### src/rtl/prog_readback_pkg.sv
// Shared constants and FSM state type for the program-memory serial readback engine.
package prog_readback_pkg;

  localparam int unsigned ADDR_W       = 10;
  localparam int unsigned DATA_W       = 18;
  localparam int unsigned FRAME_W      = 28;
  localparam logic [9:0]  TRAILER_MARK = 10'h3FF;

  typedef enum logic [2:0] {
    StIdle,
    StFetch,
    StWait,
    StShift,
    StTrailer,
    StDone
  } state_e;

endpackage

### src/rtl/prog_readback_ser.sv
// Frame serializer: parallel load, MSB-first shift-out and bit counter behind a
// valid/ready handshake. last_accepted flags the handshake on the final bit.
module prog_readback_ser import prog_readback_pkg::*; #(
  parameter int unsigned FrameW = FRAME_W
) (
  input  logic              clk,
  input  logic              rst_n,
  input  logic              clear,
  input  logic              load,
  input  logic [FrameW-1:0] frame_in,
  input  logic              sout_ready,
  output logic              sout,
  output logic              sout_valid,
  output logic              last_accepted
);

  localparam int unsigned     CntW    = $clog2(FrameW);
  localparam logic [CntW-1:0] CntLast = CntW'(FrameW - 1);
  localparam logic [CntW-1:0] CntOne  = CntW'(1);

  logic [FrameW-1:0] shift_q;
  logic [CntW-1:0]   cnt_q;
  logic              valid_q;
  logic              accept;

  assign accept        = valid_q & sout_ready;
  assign last_accepted = accept & (cnt_q == '0);
  assign sout          = shift_q[FrameW-1];
  assign sout_valid    = valid_q;

  always_ff @(posedge clk or negedge rst_n) begin
    if (!rst_n) begin
      shift_q <= '0;
      cnt_q   <= '0;
      valid_q <= 1'b0;
    end else if (clear) begin
      shift_q <= '0;
      cnt_q   <= '0;
      valid_q <= 1'b0;
    end else if (load) begin
      shift_q <= frame_in;
      cnt_q   <= CntLast;
      valid_q <= 1'b1;
    end else if (accept) begin
      shift_q <= {shift_q[FrameW-2:0], 1'b0};
      if (cnt_q == '0) begin
        valid_q <= 1'b0;
      end else begin
        cnt_q <= cnt_q - CntOne;
      end
    end
  end

endmodule

### src/rtl/prog_readback.sv
// Program-RAM readback engine: fetches a word range and streams address/data frames serially.
// Define PROG_READBACK_CSUM_EN to keep a running checksum and append a 3FF/checksum trailer frame.
module prog_readback #(
  parameter int unsigned ADDR_W = 10,
  parameter int unsigned DATA_W = 18
) (
  input  logic              clk,
  input  logic              rst_n,
  input  logic              start,
  input  logic [ADDR_W-1:0] start_addr,
  input  logic [ADDR_W:0]   word_count,
  input  logic              abort,
  output logic [ADDR_W-1:0] mem_addr,
  input  logic [DATA_W-1:0] mem_data,
  output logic              sout,
  output logic              sout_valid,
  input  logic              sout_ready,
  output logic              busy,
  output logic              done,
  output logic [DATA_W-1:0] checksum
);

  import prog_readback_pkg::*;

  localparam int unsigned       FrameW  = ADDR_W + DATA_W;
  localparam logic [ADDR_W-1:0] AddrOne = ADDR_W'(1);
  localparam logic [ADDR_W:0]   RemOne  = (ADDR_W + 1)'(1);

  state_e            state_q;
  logic [ADDR_W:0]   remain_q;
  logic              start_go;
  logic              load;
  logic              last_accepted;
  logic [FrameW-1:0] frame_in;

  assign start_go = (state_q == StIdle) & start & ~abort;
  // The frame is captured on the edge that leaves WAIT, so the inter-frame gap is two cycles.
  assign load     = (state_q == StWait) & ~abort;

`ifdef PROG_READBACK_CSUM_EN
  logic              trailer_q;
  logic [DATA_W-1:0] csum_q;

  assign frame_in = trailer_q ? {ADDR_W'(TRAILER_MARK), csum_q} : {mem_addr, mem_data};
  assign checksum = csum_q;

  always_ff @(posedge clk or negedge rst_n) begin
    if (!rst_n) begin
      csum_q <= '0;
    end else if (start_go) begin
      csum_q <= '0;
    end else if (load && !trailer_q) begin
      csum_q <= csum_q + mem_data;
    end
  end
`else
  assign frame_in = {mem_addr, mem_data};
  assign checksum = '0;
`endif

  always_ff @(posedge clk or negedge rst_n) begin
    if (!rst_n) begin
      state_q   <= StIdle;
      remain_q  <= '0;
      mem_addr  <= '0;
      busy      <= 1'b0;
      done      <= 1'b0;
`ifdef PROG_READBACK_CSUM_EN
      trailer_q <= 1'b0;
`endif
    end else begin
      done <= 1'b0;
      if (abort && state_q != StIdle) begin
        state_q <= StIdle;
        busy    <= 1'b0;
      end else begin
        unique case (state_q)
          StIdle: begin
            if (start_go) begin
              mem_addr  <= start_addr;
              remain_q  <= word_count;
              busy      <= 1'b1;
`ifdef PROG_READBACK_CSUM_EN
              trailer_q <= 1'b0;
`endif
              if (word_count == '0) begin
                state_q <= StDone;
                done    <= 1'b1;
              end else begin
                state_q <= StFetch;
              end
            end
          end
          StFetch: state_q <= StWait;
          StWait: begin
`ifdef PROG_READBACK_CSUM_EN
            if (trailer_q) begin
              state_q <= StTrailer;
            end else begin
              remain_q <= remain_q - RemOne;
              state_q  <= StShift;
            end
`else
            remain_q <= remain_q - RemOne;
            state_q  <= StShift;
`endif
          end
          StShift: begin
            if (last_accepted) begin
              if (remain_q != '0) begin
                mem_addr <= mem_addr + AddrOne;
                state_q  <= StFetch;
              end else begin
`ifdef PROG_READBACK_CSUM_EN
                // Reuse the FETCH/WAIT gap ahead of the trailer frame.
                trailer_q <= 1'b1;
                state_q   <= StFetch;
`else
                state_q <= StDone;
                done    <= 1'b1;
`endif
              end
            end
          end
`ifdef PROG_READBACK_CSUM_EN
          StTrailer: begin
            if (last_accepted) begin
              state_q <= StDone;
              done    <= 1'b1;
            end
          end
`endif
          StDone: begin
            state_q <= StIdle;
            busy    <= 1'b0;
          end
          default: begin
            state_q <= StIdle;
            busy    <= 1'b0;
          end
        endcase
      end
    end
  end

  prog_readback_ser #(
    .FrameW(FrameW)
  ) u_ser (
    .clk          (clk),
    .rst_n        (rst_n),
    .clear        (abort),
    .load         (load),
    .frame_in     (frame_in),
    .sout_ready   (sout_ready),
    .sout         (sout),
    .sout_valid   (sout_valid),
    .last_accepted(last_accepted)
  );

endmodule

### config.mk
export PLATFORM = sky130hd
export DESIGN_NAME = prog_readback
export DESIGN_NICKNAME = d
export VERILOG_FILES = /design/src/rtl/prog_readback_pkg.sv /design/src/rtl/prog_readback_ser.sv /design/src/rtl/prog_readback.sv
export SDC_FILE = /design/constraint.sdc
export NUM_CORES = 1
export LEC_CHECK = 0
export ABC_CLOCK_PERIOD_IN_PS = 4040
export BUFFER_PORTS_ARGS = -buffer_cell sky130_fd_sc_hd__buf_2
export CORE_MARGIN = 3
export CORE_UTILIZATION = 50
export CTS_CLUSTER_DIAMETER = 50
export CTS_CLUSTER_SIZE = 12
export DETAILED_ROUTE_END_ITERATION = 10
export GPL_TIMING_DRIVEN = 0
export PLACE_DENSITY = 0.8
export SYNTH_ARGS = -nofsm -noshare
export SYNTH_HDL_FRONTEND = slang
export SYNTH_SLANG_ARGS = --single-unit
### constraint.sdc
create_clock -name clk -period 4.04 [get_ports clk]
set_input_delay 1.01 -clock clk [delete_from_list [all_inputs] [get_ports clk]]
set_output_delay 1.01 -clock clk [all_outputs]
set_load 0.02 [all_outputs]
==> key figures, run 1 <==
Worst setup path
  – Critical path capture point type: register
  – Critical Path RT: 4.26 ns
  – Crit-path max FO: 10
  – CP Data Arrival Time: 2.55 ns
  – Reg2Reg Setup Slack: 1.79 ns
  – Crit path kind: input port to register
  – CP Launch Type: input port

STA
  – Slew @ Worst Pin: 0.7433 ns
  – Slew Limit Fails: 0
  – Final hold violations: 0
  – Rel. slew slack: 0.5044
  – Final setup TNS: 0 ns
  – Max Freq: 429.7 MHz
  – Crit path time final: 2.327 ns
  – RSZ-0062 raised after global routing: no
  – Final setup viols: 0
  – Clk_skew: 0.01154 ns
  – Tcrit/Tclk final: 0.5761

Routing
  – Initial DRC count: 295
  – Via density: 5.945
  – ANT nets after route: 0
  – DR pass1 iterations: 5
  – DR WL/cell: 16.00 µm
  – DRC: 0
  – Post-Route WL: 8993 µm
  – Via Count: 3341

Floorplanning
  – Core Area: 0.006531 mm²
  – Die extent in x: 89.30 µm
  – Starting density of the core: 0.5312
  – Die area: 0.007974 mm²
  – Die height: 89.30 µm
  – Boundary pin count: 76
  – Row cnt: 29

Synth
  – Main synth FF type: dfrtp_1
  – Post-Synth Adder-Cell Area: 0.01442
  – Seq/Total Area, Yosys: 0.4327
  – Simple-gate share of the synthesized area: 0.2348
  – Syn Area/Cell: 8.784 µm²
  – Top cells by count, synth: 60 x dfrtp_1, 45 x nor2_1, 42 x nand2_1, 39 x nand3_1, 27 x a311oi_1
  – Async SR Flop Fraction: 1.000
  – Count of different cell masters after synthesis: 55
  – Mux cell area share after synthesis: 0.006491
  – Top-count cell post-synth: dfrtp_1
  – Syn. warnings: 0
  – Mapped cell area: 0.003470 mm²
  – Yosys top cell area share: 0.4327
  – Number of enable flip-flop cells after synthesis: 0
  – Xor and xnor area share after synthesis: 0.005049
  – Largest family of logic cells by synthesized area: simple AND/OR/NAND/NOR gates
  – #FFs+latches synth: 60
  – Synth Area in Compound Gates: 0.2221
  – Synth area leaders: dfrtp_1 43%, a311oi_1 6.8%, nand3_1 5.6%
  – Synthesized instance count: 395
  – Synth area leader: dfrtp_1

Placement
  – Placed wire-length estimate: 6218 µm
  – Gp weighted congestion: 0.8779
  – Placed instance area: 0.003915 mm²
  – PortBufs: 57

CTS
  – CTS tree: built
  – TritonCTS Buffers: 9
  – Clock tree sinks: 60
  – Root buf cell: clkbuf_8
  – Setup Fix Bufs, Post-CTS: 0
  – Clock slew at reported path FFs: 0.06 ns
  – Clock buffer depth: 2
  – Clock latency at the later pin of the worst-skew pair: 0.34 ns
  – Hold_buf cts: 0
  – H-tree levels: 3
  – PostCTS Resize Cnt: 0

Cells and area
  – Syn-to-layout area delta: 19.15%
  – Ratio of cells with drive above 1 in the final layout: 0.2227
  – Final Cell Area: 0.004134 mm²
  – Post-layout net count: 528
  – Antenna Cells: 0

GRT
  – First-pass GRT wire length: 14690 µm
  – Largest net degree at the start of global routing: 61
  – Global route total overflow: 0
  – Vias in the first global route: 3158
  – Total GRT Usage: 0.2346
  – Initial antenna violation count: 0

Hold path
  – Hold Path Class: register to register

Run
  – Max-cap violations: 0

Power and ir drop
  – Final Power: 1829 µW
  – Max VDD drop: 277.9 µV
  – P_leak: 0.001801 µW
  – Cell area power density: 442.4 mW/mm²

Run status
  – Status: completed
layout make-up:
class | instances | area (µm²)
inverter | 8 | 30.03
buffer | 48 | 259.0
timing repair buffer | 57 | 287.8
multi-input combinational | 296 | 1743
tap | 77 | 96.34
clock inverter | 5 | 75.07
clock buffer | 11 | 141.4
fill | 577 | 2397
sequential | 60 | 1501
worst max-delay path, stage by stage:
cell and delay [ns]:
buf_2 0.12, or2_2 0.29, clkbuf_1 0.20, a41o_1 0.24, buf_4 0.17, nor2_8 0.17, mux2_1 0.34
per-stage QoR:
stage                     hold slack (ns)  utilization  setup WS [ns]  instances
final                              0.5317       0.6330          1.713        562
after global routing               0.5417       0.6330          1.637        562
after CTS                          0.5304       0.6326          1.725        562
after detailed placement           0.5178       0.5994          1.382        546
after global placement             0.5030       0.5994          1.392        546
after floorplan                    0.4787            -          1.637        412
placed cells by master, fill, tap and decap left out, types with 3 or more instances in the layout:
cell type  count
buf_2         62
dfrtp_1       60
nor2_1        45
nand2_1       42
nand3_1       39
a311oi_1      27
clkbuf_1      24
buf_4         20
a21oi_1       19
conb_1        18
o21ai_0       12
clkbuf_8      10
nor3_1         9
inv_1          8
a2bb2oi_1      8
a31oi_1        6
a211oi_1       6
o2bb2ai_1      5
nor4_1         4
or4_1          4
ha_1           4
or3_1          3
o31ai_1        3
clkinv_2       3
state kept, by name (all words and copies together) (netlist names):
| signal | count |
|---|---|
| remain_q | 11 |
| u_ser.cnt_q | 5 |
| u_ser.shift_q | 28 |
| mem_addr | 10 |
| busy | 1 |
| done | 1 |
| u_ser.sout_valid | 1 |
| state_q | 3 |
worst paths after layout:
kind	startpoint	to	depth (start not counted)
min in group asynchronous	rst_n	u_ser.shift_q[5]	1
max	abort	mem_addr[1]	7
max reg2reg	u_ser.cnt_q[0]	mem_addr[1]	6
min reg2reg	remain_q[10]	remain_q[10]	1
max in group asynchronous	rst_n	mem_addr[9]	1
min	remain_q[10]	remain_q[10]	1
routing by layer:
layer | track usage | routed length, µm
met5 | 0 | 0
met1 | 0.3251 | 4085
met3 | 0.04147 | 638
met2 | 0.3603 | 4142
met4 | 0.1042 | 127
cells by family after synthesis:
logic type | Yosys count
AO/OA/AOI/OAI | 104
XOR/XNOR | 2
adder cells (fa/ha/maj) | 4
buffers and inverters | 56
flip-flops | 60
multiplexers | 2
other | 1
AND/OR/NAND/NOR | 166
where the power goes:
| group | total (µW) | switching, µW | leakage, µW | internal (µW) |
|---|---|---|---|---|
| sequential | 798 | 109 | 0.000764 | 689 |
| clock | 594 | 233 | 0.000113 | 361 |
| combinational | 437 | 265 | 0.000924 | 172 |
Note: power is estimated with default switching activity, not from simulation.
==> run 2: changes to the inputs <==
Settings changed: ABC_AREA set to 1, ABC_CLOCK_PERIOD_IN_PS 4040 to 2400.
Clock period 4.04 ns to 2.4 ns, I/O delays scaled along.
==> key figures, run 2 <==
Power and ir drop
  – Cell area power density: 1182 mW/mm²
  – Psw: 2323 µW
  – Seq pwr share: 0.355
  – Power share of the clock group: 0.180
  – Final Power: 5091 µW
  – Comb pwr share: 0.465
  – P_leak: 0.002418 µW
  – Max VDD drop: 520.6 µV
  – Cell-internal power: 2768 µW
  – Sw frac: 0.4563

STA
  – Slew Limit Fails: 0
  – Clk_skew: 0.006422 ns
  – Tcrit/Tclk final: 0.7221
  – Final setup viols: 0
  – Final Worst Setup Slack: 0.6669 ns
  – Final setup TNS: 0 ns
  – Max Freq: 577.0 MHz
  – Slew @ Worst Pin: 0.7475 ns
  – Hold WS: 0.3135 ns
  – Rel. slew slack: 0.5017
  – Crit path time final: 1.733 ns
  – Final hold violations: 0
  – RSZ-0062 raised after global routing: no

Synth
  – Async SR Flop Fraction: 1.000
  – Top cells by count, synth: 149 x nand2_1, 63 x inv_1, 60 x dfrtp_1, 58 x o21ai_0, 44 x nor2_1
  – Post-Synth Adder-Cell Area: 0.01376
  – Synth Area in Compound Gates: 0.1287
  – Largest family of logic cells by synthesized area: simple AND/OR/NAND/NOR gates
  – Synth area leaders: dfrtp_1 41%, nand2_1 15%, o21ai_0 8.0%
  – Syn Area/Cell: 7.186 µm²
  – Yosys top cell area share: 0.4129
  – Synth area leader: dfrtp_1
  – Seq/Total Area, Yosys: 0.4129
  – Xor and xnor area share after synthesis: 0.01204
  – #FFs+latches synth: 60
  – Count of different cell masters after synthesis: 31
  – Mapped cell area: 0.003636 mm²
  – Top-count cell post-synth: nand2_1
  – Simple-gate share of the synthesized area: 0.2997
  – Main synth FF type: dfrtp_1
  – Syn. warnings: 0
  – Mux cell area share after synthesis: 0
  – Synthesized instance count: 506
  – Number of enable flip-flop cells after synthesis: 0

CTS
  – Clock slew at reported path FFs: 0.07 ns
  – PostCTS Resize Cnt: 0
  – CTS tree: built
  – Setup Fix Bufs, Post-CTS: 0
  – H-tree levels: 3
  – Clock latency at the later pin of the worst-skew pair: 0.34 ns
  – Clock tree sinks: 60
  – Clock buffer depth: 2
  – Root buf cell: clkbuf_8
  – TritonCTS Buffers: 9
  – Hold_buf cts: 0

Placement
  – Gp weighted congestion: 0.9124
  – Placed wire-length estimate: 6188 µm
  – Worst slack at placement: 0.4341 ns
  – Placed instance area: 0.004105 mm²
  – PortBufs: 57

Routing
  – DR WL/cell: 12.18 µm
  – Via density: 4.925
  – Post-Route WL: 8430 µm
  – Initial DRC count: 192
  – DRC: 0
  – DR pass1 iterations: 4
  – ANT nets after route: 0
  – Via Count: 3408

GRT
  – Met2 global-route usage: 0.3354
  – Vias in the first global route: 3259
  – Initial antenna violation count: 0
  – Grt met3 use: 0.02900
  – Largest net degree at the start of global routing: 61
  – Busiest layer in global routing: met2
  – M1 GR Usage: 0.3080
  – Global route total overflow: 0
  – First-pass GRT wire length: 14850 µm
  – Total GRT Usage: 0.2171

Cells and area
  – Commonest non-fill, non-tap cell in the layout: nand2_1
  – Top reg by flops: u_ser.shift_q
  – Post-layout net count: 639
  – Layout fillers: 646
  – Largest registers: u_ser.shift_q (28), remain_q (11), mem_addr (10)
  – Antenna Cells: 0
  – Final Cell Area: 0.004307 mm²
  – Area of the multi-input gates: 0.001719 mm²
  – Commonest cells after routing, fill and taps aside: 149 x nand2_1, 63 x inv_1, 62 x buf_2
  – Syn-to-layout area delta: 18.44%
  – Max reg flops: 28
  – Ratio of cells with drive above 1 in the final layout: 0.2131
  – Register Area: 0.001501 mm²

Floorplanning
  – Starting density of the core: 0.5264
  – Core Area: 0.006907 mm²
  – Row cnt: 30
  – Die area: 0.008331 mm²
  – Die extent in x: 91.28 µm
  – Boundary pin count: 76
  – Die height: 91.28 µm

Worst setup path
  – CP Launch Type: register
  – Crit-path max FO: 10
  – Critical path capture point type: register
  – Crit path kind: register to register
  – Critical Path RT: 2.61 ns
  – CP Data Arrival Time: 1.95 ns

Run
  – Max-cap violations: 0

Run status
  – Status: completed

Hold path
  – Hold Path Class: input port to async pin
## run 2: cell families after synthesis
kind of cell    count (synthesis)
simple gates                  249
xor+xnor                        5
fa+ha+maj                       4
other cells                     1
compound gates                 88
flops                          60
buf+inv                        99
## run 2: final cells by class
class / count / area share
clock inverter: 7 / 0.01743
sequential: 60 / 0.3486
multi-input combinational: 364 / 0.3992
inverter: 66 / 0.05811
clock buffer: 9 / 0.02876
buffer: 33 / 0.05317
tap: 96 / 0.02789
timing repair buffer: 57 / 0.06682
## run 2: routing by layer
metal	wire, µm	up-vias
met5	0	-
met4	143	0
met3	413	13
met2	3803	89
met1	4069	1560
li1	-	1746
## run 2: power groups by stage
| stage | Clock, µW | Sequential [µW] | Combinational [µW] |
|---|---|---|---|
| CTS | 933 | 1800 | 2360 |
| global route | 988 | 1870 | 2710 |
| global placement | 0 | 1790 | 2270 |
| finish | 916 | 1810 | 2370 |
| detailed placement | 0 | 1810 | 2350 |
| floorplan | 0 | 1850 | 1670 |
## run 2: metrics by stage
step	instances	util
after detailed placement	676	0.5944
final	692	0.6236
after floorplan	523	-
after CTS	692	0.6232
after global routing	692	0.6236
after global placement	676	0.5944
## run 2: path summary, 6_finish.rpt
kind                                     end        startpoint  slack [ns]  cells after the start
max                              mem_addr[0]  u_ser.sout_valid        0.67                      8
min                        u_ser.shift_q[14]             rst_n        0.31                      1
min reg2reg                             busy              busy        0.48                      2
max in group asynchronous        remain_q[2]             rst_n        1.57                      1
min in group clk                        busy              busy        0.48                      2
max reg2reg                      mem_addr[0]  u_ser.sout_valid        0.67                      8
## run 2: worst max-delay path, stage by stage, from the launching register on
cell	delay (ns)
dfrtp_1	0.41
nand2_2	0.14
inv_1	0.14
nand4_1	0.22
nand2_1	0.15
nand2_1	0.09
nor2_4	0.19
buf_6	0.17
o21ai_0	0.08
==> run 3: changes to the inputs <==
Settings changed: ABC_CLOCK_PERIOD_IN_PS 2400 to 1800.
Clock period 2.4 ns to 1.8 ns, I/O delays scaled along.
==> key figures, run 3 (synthesized netlist as in run 2, its figures left out) <==
Power and ir drop
  – P_leak: 0.002446 µW
  – Max VDD drop: 694.0 µV
  – Cell area power density: 1576 mW/mm²

Floorplanning
  – Die extent in x: 91.28 µm
  – Core Area: 0.006907 mm²
  – Die area: 0.008331 mm²
  – Starting density of the core: 0.5264
  – Boundary pin count: 76
  – Row cnt: 30
  – Die height: 91.28 µm

CTS
  – CTS tree: built
  – Clock latency at the later pin of the worst-skew pair: 0.34 ns
  – Clock tree sinks: 60
  – Root buf cell: clkbuf_8
  – Hold_buf cts: 0
  – TritonCTS Buffers: 9
  – Clock slew at reported path FFs: 0.07 ns
  – Clock buffer depth: 2
  – H-tree levels: 3

Worst setup path
  – Critical path's most frequent cell: nand2_1
  – Critical path capture point type: register
  – Critical Path RT: 2.01 ns
  – Crit path kind: register to register
  – Crit-path max FO: 10
  – CP Launch Type: register
  – Slowest cell on crit path: dfrtp_1
  – CP Cell Sequence: inv_1 > ha_1 > nand4_1 > nand2_1 > nand2_1 > nor2_4 > buf_6 > o21ai_0
  – CP Data Arrival Time: 1.94 ns
  – Crit-path max cell delay: 0.37 ns

STA
  – Rel. slew slack: 0.4988
  – Clk_skew: 0.007109 ns
  – Slew @ Worst Pin: 0.7517 ns
  – Crit path time final: 1.723 ns
  – Max Freq: 580.5 MHz
  – Final setup viols: 0
  – Slew Limit Fails: 0
  – Final hold violations: 0
  – Tcrit/Tclk final: 0.9571

Placement
  – Gp weighted congestion: 0.9124
  – Placed instance area: 0.004105 mm²
  – PortBufs: 57
  – Placed cell count: 676
  – Placed wire-length estimate: 6188 µm

Routing
  – DR WL/cell: 12.15 µm
  – Via density: 4.953
  – ANT nets after route: 0
  – Post-Route WL: 8471 µm
  – DR pass1 iterations: 5
  – Via Count: 3452
  – DRC: 0
  – Initial DRC count: 210

Cells and area
  – Largest registers: u_ser.shift_q (28), remain_q (11), mem_addr (10)
  – Final cell count without fillers: 697
  – Final Cell Area: 0.004349 mm²
  – Area of the multi-input gates: 0.001724 mm²
  – Max reg flops: 28
  – Commonest cells after routing, fill and taps aside: 149 x nand2_1, 62 x inv_1, 62 x buf_2
  – Syn-to-layout area delta: 19.61%
  – Ratio of cells with drive above 1 in the final layout: 0.2213
  – Post-layout net count: 644
  – Layout fillers: 640
  – Antenna Cells: 0
  – Register Area: 0.001501 mm²
  – Commonest non-fill, non-tap cell in the layout: nand2_1
  – Top reg by flops: u_ser.shift_q

Hold path
  – Hold Path Class: input port to async pin

GRT
  – Global route total overflow: 0
  – Total GRT Usage: 0.2171
  – Largest net degree at the start of global routing: 61
  – First-pass GRT wire length: 14850 µm
  – Vias in the first global route: 3259
  – Initial antenna violation count: 0

Run
  – Max-cap violations: 0

Run status
  – Status: completed
==> run 3: cell count changes in the layout (fill, tap and decap cells not counted), sizes merged <==
| cell | change |
|---|---|
| buf | +5 |
==> run 3: path summary, 6_finish.rpt <==
path / from / slack (ns) / depth (start not counted) / end
min in group clk: mem_data[0] / 0.33 / 3 / u_ser.shift_q[0]
max: u_ser.cnt_q[0] / 0.08 / 8 / mem_addr[0]
max reg2reg: u_ser.cnt_q[0] / 0.08 / 8 / mem_addr[0]
max in group asynchronous: rst_n / 1.13 / 1 / remain_q[2]
min: rst_n / 0.18 / 1 / u_ser.shift_q[13]
min reg2reg: busy / 0.48 / 2 / busy
==> run 3: repair_timing <==
item                       CTS  global route
resized for setup            0             2
buffers inserted             0             5
setup endpoints to repair    0            13
==> run 3: area by class of cell <==
cell class / count / area share
Clock buffer: 9 / 0.02848
Timing Repair Buffer: 62 / 0.07480
Multi-Input combinational cell: 364 / 0.3964
Sequential cell: 60 / 0.3452
Clock inverter: 7 / 0.01726
Inverter: 66 / 0.05754
Buffer: 33 / 0.05265
Tap cell: 96 / 0.02762
==> run 3: critical path, delay by kind of cell, from the launching register on <==
kind            cells  cell delay, ns
simple gates        4            0.66
flops               1            0.37
buf+inv             2            0.28
fa+ha+maj           1            0.21
compound gates      1            0.08
==> run 3: report_power, final <==
| part | internal, µW | switching, µW | total [µW] | leakage [µW] |
|---|---|---|---|---|
| Combinational | 1150 | 2080 | 3230 | 0.00158 |
| Sequential | 1940 | 463 | 2400 | 0.000758 |
| Clock | 648 | 576 | 1220 | 0.000104 |
| Total | 3740 | 3110 | 6850 | 0.00245 |
==> run 3: stage by stage <==
step                  TNS, ns  worst slack [ns]  hold WS, ns  power (µW)    util
floorplan                   0            0.3093       0.1544        4693       -
global placement    -0.002064         -0.001069       0.4570        5411  0.5944
detailed placement   -0.08889          -0.01592       0.4622        5553  0.5944
CTS                         0           0.06246       0.3160        6798  0.6232
global route          -0.2437          -0.04326       0.2299        7486  0.6297
finish                      0           0.07727       0.1760        6854  0.6297
==> run 3: per-layer routing <==
| metal | part of all wire | global-route usage |
|---|---|---|
| met3 | 0.053 | 0.02900 |
| met4 | 0.017 | 0.08920 |
| met1 | 0.48 | 0.3080 |
| met2 | 0.45 | 0.3354 |
| met5 | 0 | 0 |
